$ cat src/rtl/tcb_arb.sv
// Round-robin arbiter sharing one TCB subordinate among PN managers.
// Requests pass through combinationally; responses are routed back after DLY cycles.
module tcb_arb #(
    parameter int PN  = 2,
    parameter int AW  = 22,
    parameter int DW  = 32,
    parameter int BW  = DW/8,
    parameter int DLY = 1
) (
    input  logic               clk,
    input  logic               rst,
    input  logic [PN-1:0]      s_vld,
    input  logic [PN-1:0]      s_wen,
    input  logic [PN*AW-1:0]   s_adr,
    input  logic [PN*BW-1:0]   s_ben,
    input  logic [PN*DW-1:0]   s_wdt,
    output logic [PN-1:0]      s_rdy,
    output logic [PN*DW-1:0]   s_rdt,
    output logic [PN-1:0]      s_err,
    output logic               m_vld,
    output logic               m_wen,
    output logic [AW-1:0]      m_adr,
    output logic [BW-1:0]      m_ben,
    output logic [DW-1:0]      m_wdt,
    input  logic               m_rdy,
    input  logic [DW-1:0]      m_rdt,
    input  logic               m_err
);

    localparam int IW = $clog2(PN);

    logic [IW-1:0]  r_ptr;
    logic           r_lck;
    logic [IW-1:0]  r_lgn;
    logic [DLY-1:0] r_pv;
    logic [IW-1:0]  r_pi [DLY];

    logic [IW-1:0]  w_rrSel;
    logic           w_found;
    logic [IW-1:0]  w_sel;
    logic           w_any;
    logic           w_xfer;

    // First requester at or after the priority pointer, wrapping modulo PN.
    always_comb begin
        w_rrSel = r_ptr;
        w_found = 1'b0;
        for (int k = 0; k < PN; k++) begin
            if (!w_found && s_vld[(int'(r_ptr) + k) % PN]) begin
                w_rrSel = IW'((int'(r_ptr) + k) % PN);
                w_found = 1'b1;
            end
        end
    end

    assign w_sel  = r_lck ? r_lgn : w_rrSel;
    assign w_any  = (|s_vld) | r_lck;
    assign m_vld  = w_any & s_vld[w_sel] & ~rst;
    assign w_xfer = m_vld & m_rdy;

    always_comb begin
        m_wen = 1'b0;
        m_adr = '0;
        m_ben = '0;
        m_wdt = '0;
        if (m_vld) begin
            m_wen = s_wen[w_sel];
            m_adr = s_adr[int'(w_sel)*AW +: AW];
            m_ben = s_ben[int'(w_sel)*BW +: BW];
            m_wdt = s_wdt[int'(w_sel)*DW +: DW];
        end
    end

    always_comb begin
        s_rdy = '0;
        for (int i = 0; i < PN; i++) begin
            s_rdy[i] = w_xfer & (w_sel == IW'(i));
        end
    end

    // A stalled request pins the grant so the holder cannot be preempted mid-handshake.
    always_ff @(posedge clk or posedge rst) begin
        if (rst) begin
            r_ptr <= '0;
            r_lck <= 1'b0;
            r_lgn <= '0;
        end else begin
            r_lck <= m_vld & ~m_rdy;
            if (m_vld & ~m_rdy) begin
                r_lgn <= w_sel;
            end
            if (w_xfer) begin
                r_ptr <= (w_sel == IW'(PN-1)) ? '0 : w_sel + 1'b1;
            end
        end
    end

    always_ff @(posedge clk or posedge rst) begin
        if (rst) begin
            r_pv <= '0;
            for (int k = 0; k < DLY; k++) begin
                r_pi[k] <= '0;
            end
        end else begin
            r_pv[0] <= w_xfer;
            r_pi[0] <= w_sel;
            for (int k = 1; k < DLY; k++) begin
                r_pv[k] <= r_pv[k-1];
                r_pi[k] <= r_pi[k-1];
            end
        end
    end

    // The last stage lines up with the subordinate's response.
    always_comb begin
        s_rdt = '0;
        s_err = '0;
        if (r_pv[DLY-1]) begin
            s_rdt[int'(r_pi[DLY-1])*DW +: DW] = m_rdt;
            s_err[r_pi[DLY-1]]                = m_err;
        end
    end

endmodule

$ cat config.mk
export PLATFORM = sky130hd
export DESIGN_NAME = tcb_arb
export DESIGN_NICKNAME = d
export VERILOG_FILES = /design/src/rtl/tcb_arb.sv
export SDC_FILE = /design/constraint.sdc
export NUM_CORES = 1
export LEC_CHECK = 0
export CAP_MARGIN = 20
export CORE_AREA = 2 2 109 111
export CTS_BUF_LIST = sky130_fd_sc_hd__clkbuf_8
export CTS_CLUSTER_DIAMETER = 200
export DETAILED_ROUTE_END_ITERATION = 12
export DIE_AREA = 0 0 111 113
export GPL_TIMING_DRIVEN = 0
export PLACE_DENSITY = 0.6
export SYNTH_ARGS = -nofsm -noshare
export SYNTH_HDL_FRONTEND = slang
export SYNTH_SLANG_ARGS = --single-unit
$ cat constraint.sdc
create_clock -name clk -period 1.5 [get_ports clk]
set_input_delay 0.3 -clock clk [delete_from_list [all_inputs] [get_ports clk]]
set_output_delay 0.3 -clock clk [all_outputs]
set_load 0.1 [all_outputs]
## Word level (Yosys, flattened, before mapping)

Cells that the tools add are included.

| word-level totals | value |
|---|---|
| word-level logic and storage cells | 57 |
| memory bits (read-only) | 0 |
| bits in writable memories | 0 |
| memories kept | 0 |
| register bits after elaboration | 5 |
| bits in latches | 0 |

| cells by class | value |
|---|---|
| reductions and logical operators | 4 |
| divide/modulo/power cells | 0 |
| equality and inequality tests | 0 |
| mux-type cells | 21 |
| bitwise logic cells | 13 |
| multipliers | 1 |
| add/sub/neg operators | 3 |
| order comparisons | 5 |
| shifts and indexed selects | 5 |

Operators by type and width:

| cell | number |
|---|---|
| $and A64 B64 Y64 | 1 |
| $mux W64 | 1 |
| $shift A32 B33 Y64 const A | 1 |
| $shiftx A32 B33 Y64 | 1 |
| $shiftx A64 B7 Y32 | 1 |
| $shiftx A44 B7 Y22 | 1 |
| $neg A6 Y33 | 1 |
| $mux W32 | 1 |
| $mux W22 | 1 |
| $mux W1 | 15 |
| $shiftx A8 B4 Y4 | 1 |
| $and A1 B1 Y1 | 6 |
| $lt A1 B2 Y1 const B | 3 |
| $mul A1 B4 Y5 const B | 1 |
| $mux W4 | 1 |
| $lt A2 B3 Y1 const B | 1 |
| $not A1 Y1 | 3 |
| $add A1 B1 Y1 const B | 2 |
| $and A2 B2 Y2 | 1 |
| $logic_and A1 B1 Y1 | 2 |
| $mux W2 | 1 |
| $reduce_or A2 Y1 | 1 |
| $and A1 B1 Y1 const A | 1 |
| $demux W1 S1 | 1 |
| 3 further kinds | 3 |

## Logic depth before layout (Yosys ltp)

Gate-level depths: netlist of run 1.

| depth | value |
|---|---|
| word-level depth | 14 |
| gate-level depth with buffers | 6 |
| gate-level depth less buffers | 4 |

## Worst setup path after synthesis of run 1

No wires, ideal clock.

| path | value |
|---|---|
| path type | flip-flop to output port |
| start | register r_lck |
| end | output port m_wdt[21] |
| stages on the path, launching flop included | 6 |
| setup slack | -1351 ps |
| arrival | 2551 ps |
| required time | 1200 ps |
| path buffers | 2 |
| cell sequence | dfrtp_1 -> and2_1 -> clkbuf_1 -> buf_2 -> o21ai_1 -> a21oi_1 |

| on the way | value |
|---|---|
| longest elaborated chain between the ends | 6 |

Ends and longest elaborated chain:

| item | line | RTL |
|---|---|---|
| from (decl) | 33 | `logic r_lck;` |
| from (signal assigned) | 88 | `r_lck <= m_vld & ~m_rdy;` |
| parallel branches: the longest is 5 deep, another holds $shiftx A64 B7 Y32 | - |  |
| $mux W32 * | 66 | `if (m_vld) begin` |
| to (decl) | 24 | `output logic [DW-1:0] m_wdt,` |

Every way passes the cells marked *. The select of a mux whose other input is x is not followed.

## Worst setup path in the final report of run 1

| path | value |
|---|---|
| start | register r_lgn |
| end | output port m_wdt[29] |

| on the way | value |
|---|---|
| longest elaborated chain between the ends | 6 |

Ends and longest elaborated chain:

| item | line | RTL |
|---|---|---|
| from (decl) | 34 | `logic [IW-1:0] r_lgn;` |
| from (signal assigned) | 90 | `r_lgn <= w_sel;` |
| $mux W1 * | 56 | `assign w_sel = r_lck ? r_lgn : w_rrSel;` |
| parallel branches: the longest is 4 deep, another holds $shiftx A64 B7 Y32 | - |  |
| $mux W32 * | 66 |  |

Marked as above.

==> results of run 1 <==
-- through the flow --
step                      cell area [sq um]  hold slack [ns]  setup TNS [ns]  total power, mW  utilization
after global placement                 5650            0.582         -188.45             4.83        0.501
final                                  8130            0.302          -47.54             6.82        0.721
after detailed placement               5650            0.588         -191.86             4.86        0.501
after CTS                              7860            0.302          -47.94             6.60        0.697
after floorplan                        2640            0.123          -26.78             3.69            -
after global routing                   8130            0.303          -52.43             7.07        0.721
-- cell families after synthesis --
family / share of synthesized area
buffers and inverters: 0.111
flip-flops: 0.0715
AO/OA/AOI/OAI: 0.372
AND/OR/NAND/NOR: 0.440
multiplexers: 0.00572
-- worst register-to-register path: stages, from the launching register on --
cell and delay, ns:
dfrtp_2 0.43, or3_4 0.42, buf_4 0.15, buf_6 0.11, o2111ai_4 0.14, buf_6 0.15
mux2i_1 0.18
-- flip-flops by register name (all words and copies together), names as in the netlist --
name   count
r_lck      1
r_lgn      1
r_pi       1
r_ptr      1
r_pv       1
-- final timing paths --
path,startpoint,to,slack (ns),depth (start not counted)
min,s_vld[0],r_lgn,0.30,2
max,r_lgn,m_wdt[29],-0.60,6
min reg2reg,r_ptr,r_ptr,0.62,2
max reg2reg,r_lgn,r_ptr,-0.17,6
max in group asynchronous,rst,r_pv,0.99,2
min in group asynchronous,rst,r_lck,0.37,2
-- cells in the mapped netlist, types with 2 or more instances --
master    number
nand3_1       59
inv_1          4
and3_1        33
o211ai_2       2
and2_1        35
a21oi_1       61
nand2_1        3
o21ai_1       11
o21ai_0       48
dfrtp_1        5
buf_2         14
clkbuf_1      23
nor2_1         2
-- routing by layer --
layer	share of wire	vias to the layer above	GRT usage
li1	-	1797	-
met1	0.36	1818	0.244
met2	0.56	179	0.456
met3	0.056	22	0.0423
met4	0.024	0	0.0508
met5	0	-	0
-- layout make-up --
type | instances | area [sq um]
inverters | 5 | 26.3
well taps | 143 | 179
multi-input cells | 263 | 2530
clock buffers | 3 | 41.3
flip-flops and latches | 5 | 131
plain buffers | 37 | 472
repair buffers | 331 | 4750
fillers | 741 | 3150
clock inverters | 1 | 3.75
-- power by group through the flow --
| stage | Combinational (mW) | Clock [mW] | Sequential, mW |
|---|---|---|---|
| after floorplan | 3.50 | 0 | 0.193 |
| after global placement | 4.62 | 0 | 0.207 |
| after detailed placement | 4.65 | 0 | 0.209 |
| after CTS | 6.14 | 0.246 | 0.223 |
| after global routing | 6.58 | 0.260 | 0.229 |
| final | 6.35 | 0.239 | 0.225 |
-- repair_timing --
item | in CTS | in global routing
gates resized for setup | 1351 | 51
cloned | 8 | 5
endpoints found under the hold margin | 0 | 0
endpoints found under the setup margin | 132 | 128
pin swaps | 48 | 17
setup buffers | 24 | 12
==> metrics.cfg, run 1 <==
[outcome]
status=complete, but fails checks
violations=setup timing

[placed_design]
dpl.hpwl_um=10100
dp_cells=738
port_buffers=283
place.gp.congestion=0.835
place_ws_ns=-2.08

[finish]
area_growth_pct=364
final_cells=788
diodes=0
fin_nets=802
layout-drive-gt1-share=0.583
final_cell_mix=153 x clkdlybuf4s50_1, 130 x buf_12, 60 x a21oi_4, 57 x nand3_1, 46 x o21ai_1
final_common_cell=clkdlybuf4s50_1

[critical_path]
critical_path.top_delay_family=buffers and inverters
cp.required_ns=1.20
path_cells=or3_4 > o211ai_4 > buf_4 > clkbuf_16 > a21oi_4 > buf_12
crit_type=reg2out
cp_slowest_stage_delay_ns=0.43
critPathMaxFanout=5
worstSetupStartpointType=flop
slowest_stage=dfrtp_2
cp.arrival_ns=1.80
end_kind=output port
cp_num_buf_inv=3

[synthesis]
async_flop_share=1.00
seq_area_frac_synth=0.0715
syn_avg_cell_area_sq_um=5.61
ys_ff_latch=5
synth_top_area_frac=0.174
synthFlopType=dfrtp_1
synth_warnings=0
synth_area_leader_cell=a21oi_1
synth_edf_count=0
syn_inst=312
synthesis.nets=468
synth_area_sq_um=1750
synth.distinct_cells=25
synth_area_leaders=a21oi_1 17%, nand3_1 17%, o21ai_0 14%, and2_1 13%, and3_1 12%

[floorplan]
die_h_um=113
initial_core_util=0.155
num_rows=39
ioPinCount=284
die_x_um=111
dieArea_sq_um=12500
core_area_sq_um=11300

[global_route]
antenna_found_initial=0
grt_remaining_overflow=0
grt_pass1_vias=4159
track_usage=0.227
grt_start_max_net_pins=11
grt_pass1_wl_um=23100

[clock_tree]
clkTransAtPathRegs_ns=0.03
ctsHoldBuffers=0
h-tree-depth=1
cts-root-buf=clkbuf_8
cts_tree=built
cts_max_path_buffers=2
clock_sinks=5
insertion_delay_ns=0.22
numCtsBuffers=3

[detailed_routing]
drc=0
ant_nets=0
dr.pass1.iters=4
wire_per_inst_um=19.7
via_per_inst=4.84
first_iter_violations=146
num_vias=3816
drt-total-wl_um=15500

[worst_hold_path]
min_path_type=in2reg

[sta]
final-max-slew-violation-count=0
rsz0062_at_grt=yes
worst_slack_ns=-0.597
period_minus_slack_ns=2.10
setup-violations-final=131
tightestPinTransition_ns=0.331
fmaxAchievable_mhz=477
finClkSkew_ns=0.000193
final-hold-violation-count=0
period_share=1.40
relSlewSlack=0.777

[power_and_ir_drop]
peakVddDrop_v=0.000529
p_comb_frac=0.932
leakage_nw=3.07
p_per_area_nw_per_um2=839
p_sw_frac=0.563
power.switching_mw=3.83
clkPwrFrac=0.035
pwr-share-seq=0.033
internal_power_mw=2.98

[flow_run]
cap_violations=0

No activity file was read; power rests on OpenSTA's default activity.
==> run 2: changes to the inputs <==
--- a/config.mk
+++ b/config.mk
@@ -11,6 +11,7 @@
 export CTS_CLUSTER_DIAMETER = 200
 export DETAILED_ROUTE_END_ITERATION = 12
 export DIE_AREA = 0 0 111 113
+export GPL_ROUTABILITY_DRIVEN = 0
 export GPL_TIMING_DRIVEN = 0
 export PLACE_DENSITY = 0.6
 export SYNTH_ARGS = -nofsm -noshare
==> results of run 2 <==
Final layout, timing and power as in run 1 (identical DEF).
